`config.mk`:
```
export PLATFORM = sky130hd
export DESIGN_NAME = lfsr_bist_ctrl
export DESIGN_NICKNAME = d
export VERILOG_FILES = /design/src/rtl/lfsr_bist_ctrl.sv
export SDC_FILE = /design/constraint.sdc
export NUM_CORES = 1
export LEC_CHECK = 0
export CAP_MARGIN = 20
export CORE_MARGIN = 1
export CORE_UTILIZATION = 30
export CTS_CLUSTER_SIZE = 30
export DETAILED_ROUTE_END_ITERATION = 16
export HOLD_SLACK_MARGIN = 0.12
export PLACE_DENSITY_LB_ADDON = 0.25
export SYNTH_ARGS = -nofsm -noshare
export SYNTH_HDL_FRONTEND = slang
export SYNTH_SLANG_ARGS = --single-unit
```
`constraint.sdc`:
```
create_clock -name clk -period 3.2 [get_ports clk]
set_input_delay 0.48 -clock clk [delete_from_list [all_inputs] [get_ports clk]]
set_output_delay 0.48 -clock clk [all_outputs]
set_load 0.02 [all_outputs]
```
`src/rtl/lfsr_bist_ctrl.sv`:
```
// LFSR pattern generator with MISR response compaction for built-in self-test.
// One run: load seed, apply count patterns, compact responses, compare signature.
module lfsr_bist_ctrl #(
    parameter int           W    = 8,
    parameter logic [W-1:0] POLY = 8'hB8
) (
    input  logic         clk,
    input  logic         rst,
    input  logic         start,
    input  logic         abort,
    input  logic [W-1:0] seed,
    input  logic [15:0]  count,
    input  logic [W-1:0] golden,
    input  logic [W-1:0] resp,
    output logic [W-1:0] pat,
    output logic         pat_valid,
    output logic         busy,
    output logic [W-1:0] sig,
    output logic         done,
    output logic         pass,
    output logic         err_seed
);

    localparam logic [1:0] S_IDLE  = 2'd0;
    localparam logic [1:0] S_RUN   = 2'd1;
    localparam logic [1:0] S_CHECK = 2'd2;
    localparam logic [1:0] S_DONE  = 2'd3;

    // Galois shift shared by the pattern LFSR and the signature MISR.
    function automatic logic [W-1:0] g(input logic [W-1:0] x);
        return (x >> 1) ^ (x[0] ? POLY : '0);
    endfunction

    logic [1:0]   state_q, state_d;
    logic [W-1:0] lfsr_q, lfsr_d;
    logic [W-1:0] misr_q, misr_d;
    logic [15:0]  cnt_q, cnt_d;
    logic [W-1:0] golden_q, golden_d;
    logic [W-1:0] sig_q, sig_d;
    logic         pass_q, pass_d;
    logic         err_seed_q, err_seed_d;

    // Next-state and datapath update for the run sequencer.
    always_comb begin
        state_d    = state_q;
        lfsr_d     = lfsr_q;
        misr_d     = misr_q;
        cnt_d      = cnt_q;
        golden_d   = golden_q;
        sig_d      = sig_q;
        pass_d     = pass_q;
        err_seed_d = err_seed_q;
        case (state_q)
            S_IDLE: begin
                if (start) begin
                    lfsr_d   = seed;
                    misr_d   = '0;
                    cnt_d    = count;
                    golden_d = golden;
                    sig_d    = '0;
                    pass_d   = 1'b0;
                    if (seed == '0) begin
                        // An all-zero LFSR never advances; flag and skip.
                        err_seed_d = 1'b1;
                        state_d    = S_DONE;
                    end else begin
                        err_seed_d = 1'b0;
                        state_d    = (count == 16'd0) ? S_CHECK : S_RUN;
                    end
                end
            end
            S_RUN: begin
                if (abort) begin
                    // Abort wins even on the final pattern.
                    pass_d  = 1'b0;
                    state_d = S_IDLE;
                end else begin
                    lfsr_d = g(lfsr_q);
                    misr_d = g(misr_q) ^ resp;
                    cnt_d  = cnt_q - 16'd1;
                    if (cnt_q == 16'd1) begin
                        state_d = S_CHECK;
                    end
                end
            end
            S_CHECK: begin
                sig_d   = misr_q;
                pass_d  = (misr_q == golden_q);
                state_d = S_DONE;
            end
            S_DONE: begin
                state_d = S_IDLE;
            end
            default: begin
                state_d = S_IDLE;
            end
        endcase
    end

    // State registers with asynchronous reset.
    always_ff @(posedge clk or posedge rst) begin
        if (rst) begin
            state_q    <= S_IDLE;
            lfsr_q     <= '0;
            misr_q     <= '0;
            cnt_q      <= '0;
            golden_q   <= '0;
            sig_q      <= '0;
            pass_q     <= 1'b0;
            err_seed_q <= 1'b0;
        end else begin
            state_q    <= state_d;
            lfsr_q     <= lfsr_d;
            misr_q     <= misr_d;
            cnt_q      <= cnt_d;
            golden_q   <= golden_d;
            sig_q      <= sig_d;
            pass_q     <= pass_d;
            err_seed_q <= err_seed_d;
        end
    end

    assign pat       = lfsr_q;
    assign pat_valid = (state_q == S_RUN);
    assign busy      = (state_q != S_IDLE);
    assign done      = (state_q == S_DONE);
    assign sig       = sig_q;
    assign pass      = pass_q;
    assign err_seed  = err_seed_q;

endmodule

```
==> out/results.tsv <==
stage	metric	value	unit
clocking	cts_tree	yes	
detailed_routing	via_count	2364	
final_layout	area_growth	30.4	%
global_routing	grt_remaining_overflow	0	
detailed_routing	first_pass_iters	4	
final_layout	n_antenna_cell	0	
clocking	cts_resized	0	
placement	place.gp.congestion	0.801	
critical_path	crit_path_end	pat_valid	
placement	io_buffers	64	
floorplan	dieArea	9520	um^2
floorplan	io_pins	65	
yosys	synthXorXnorAreaFrac	7.03	%
clocking	path_clk_slew	0.09	ns
critical_path	r2r_slack	1.05	ns
sta	final_max_slew_viol_count	0	
yosys	synth_top_family_by_area	compound AO/OA/AOI/OAI gates	
sta	finalClockSkew	0.00968	ns
power_and_ir_drop	peakVddDrop	229	uV
clocking	cts_sinks	52	
detailed_routing	wl_met3	401	um
power_and_ir_drop	switching_share	37.8	%
yosys	syn-num-nets	328	
power_and_ir_drop	power.switching	922	uW
final_layout	mostFrequentLayoutCell	clkdlybuf4s50_1	
clocking	clockBufferDepth	2	
placement	dp_hpwl	5150	um
detailed_routing	top_layer_used	met4	
yosys	synth_area	2740	um^2
yosys	yosys.area_share.adder	0.913	%
detailed_routing	wl_per_cell	15.8	um
yosys	synth_area_leader_cell	dfrtp_1	
detailed_routing	ant_nets	0	
critical_path	startpoint	state_q[1]	
final_layout	stdcell_count	449	
global_routing	grt_pass1_wl	12000	um
power_and_ir_drop	power_density	682	nW/um^2
critical_path	crit_fanout	20	
yosys	yosysSeqAreaShare	47.5	%
global_routing	grt_pass1_vias	2317	
clocking	cts_root_buf	clkbuf_8	
detailed_routing	drtIter0Drc	138	
yosys	synth-simple-area-share	17.4	%
yosys	async_flop_share	100	%
sta	finalHoldViolations	0	
power_and_ir_drop	pwr-share-clk	15.9	%
yosys	synth_compound_area_share	19.7	%
sta	fin_crit_sh	75.9	%
sta	period_needed	2.43	ns
sta	setup_viol	0	
yosys	synth_area_leaders	dfrtp_1 47%, a22o_1 4.8%, xnor2_1 4.5%	
detailed_routing	dr_wl_met2	3120	um
clocking	cts_buffers	5	
critical_path	reg2reg_from	cnt_q[0]	
yosys	synth_mux_area_share	4.02	%
floorplan	dieHeight	97.6	um
yosys	synth_edf_count	0	
power_and_ir_drop	leakagePower	1.43	nW
power_and_ir_drop	p_int	1.52	mW
power_and_ir_drop	power.total	2.44	mW
final_layout	regArea	1300	um^2
final_layout	utilization	40.8	%
global_routing	antenna_found_initial	0	
detailed_routing	drc	0	
power_and_ir_drop	pwr-share-comb	37.6	%
floorplan	initial_core_util	31.3	%
final_layout	layout_common_cells	64 x clkdlybuf4s50_1, 52 x dfrtp_1, 25 x nand2_1, 18 x nor2_1, 17 x o21ai_0	
placement	dp_cells	441	
sta	tightest_slew	0.863	ns
critical_path	cp_data_arrival_time	1.95	ns
yosys	synth_flop_cell	dfrtp_1	
final_layout	nets	386	
yosys	synth_top_area_share	47.5	%
critical_path	r2r_cells	6	
final_layout	drive_above_1_share	7.62	%
global_routing	grt_use_total	15.6	%
sta	tns	0	ns
final_layout	fill_cells	875	
sta	max_freq	412	MHz
yosys	synthCells	282	
clocking	post-cts-setup-buffer-count	0	
final_layout	multiInputGateArea	1340	um^2
critical_path	crit_path_end_kind	primary output	
detailed_routing	vias_per_cell	5.27	
outcome	status	finished clean	
yosys	synth_seq_cells	52	
floorplan	core_area	8760	um^2
detailed_routing	routed_wl	7120	um
critical_path	cp-start-kind	flop	
floorplan	fp-row-count	34	
sta	max-slew-margin-rel	42.4	%
global_routing	grt_max_degree	37	
clocking	clk_latency	0.31	ns
hold_path	hold_path.class	input pin to asynchronous set/reset pin	
clocking	cts_hold_buffers	0	
sta	rsz0062_at_grt	false	
yosys	synth_area_per_cell	9.72	um^2
power_and_ir_drop	seqPwrFrac	46.4	%
critical_path	worstPathRequired	2.72	ns
critical_path	reg2reg_to	cnt_q[10]	
critical_path	critical_path_class	flop to primary output	
clocking	cts_htree_levels	2	
floorplan	die_x	97.6	um
yosys	synthDistinctLibCells	48	
run	maxCapViolCount	0	
yosys	synth_warnings	0	
detailed_routing	wl_met1	3510	um
## cells by family after synthesis
kind of cell	Yosys count
AO/OA/AOI/OAI	79
adder cells (fa/ha/maj)	2
XOR/XNOR	22
multiplexers	10
AND/OR/NAND/NOR	92
buffers and inverters	25
flip-flops	52
## cell usage after synthesis (2+ instances only)
cell type and instances:
and2_1 4, o211ai_1 2, nor2_1 18, or4_1 3, xnor2_1 14, nor4_1 12
mux2i_1 2, ha_1 2, or3_1 3, xor2_1 8, o21ai_0 17, nor3b_1 2
inv_1 7, a31oi_1 5, buf_2 2, nand2_1 25, nand3_1 3, a21oi_1 13
o22ai_1 4, clkbuf_1 16, a22oi_1 3, nand4_1 2, nor3_1 8, a22o_1 15
mux2_2 8, o31ai_1 2, and3_1 2, a211oi_1 4, dfrtp_1 52, o2bb2ai_1 3
a211o_1 2, nand2b_1 3
## metrics by stage
step | hold slack, ns | cell area [um^2] | setup WS, ns
after global routing | 0.424 | 3570 | 0.671
after floorplan | 0.492 | 2740 | 1.18
after detailed placement | 0.485 | 3480 | 0.890
after CTS | 0.416 | 3570 | 0.760
final | 0.407 | 3570 | 0.771
after global placement | 0.465 | 3480 | 0.921
## worst max-delay path: stages (launching register included)
cell	delay (ns)
dfrtp_1	0.50
nand2b_1	0.20
inv_1	0.06
buf_4	0.24
clkdlybuf4s50_1	0.65
## how the worst min path moves through the flow
stage	cells past startpoint	end	startpoint	slack, ns
finish	2	misr_q[0]	rst	0.41
global route	2	misr_q[0]	rst	0.42
CTS	2	golden_q[5]	rst	0.42
detailed placement	2	err_seed	err_seed	0.48
global placement	2	err_seed	err_seed	0.47
floorplan	1	cnt_q[7]	cnt_q[7]	0.49
## power groups by stage
stage               Combinational (mW)  Sequential, mW  Clock, mW
finish                           0.917            1.13      0.389
global route                      1.02            1.18      0.424
CTS                              0.927            1.14      0.405
detailed placement               0.925            1.14          0
global placement                 0.906            1.14          0
floorplan                        0.626            1.11          0
## final cells by class
| cell class | instances | share of cell area (%) |
|---|---|---|
| clock buffers | 8 | 2.52 |
| repair buffers | 69 | 19.0 |
| multi-input cells | 205 | 37.6 |
| flip-flops and latches | 52 | 36.4 |
| inverters | 7 | 0.735 |
| well taps | 108 | 3.78 |
## per-layer routing
layer  global-route usage [%]  up-vias
li1                         -     1147
met1                     23.0     1122
met2                     23.3       85
met3                     3.02       10
met4                     4.19        0
met5                        0        -
## flip-flops by register name, indices dropped and copies added, names as in the netlist
name / cells
cnt_q: 16
sig: 8
pass: 1
golden_q: 8
state_q: 2
pat: 8
misr_q: 8
err_seed: 1
Note: power is estimated with default switching activity, not from simulation.
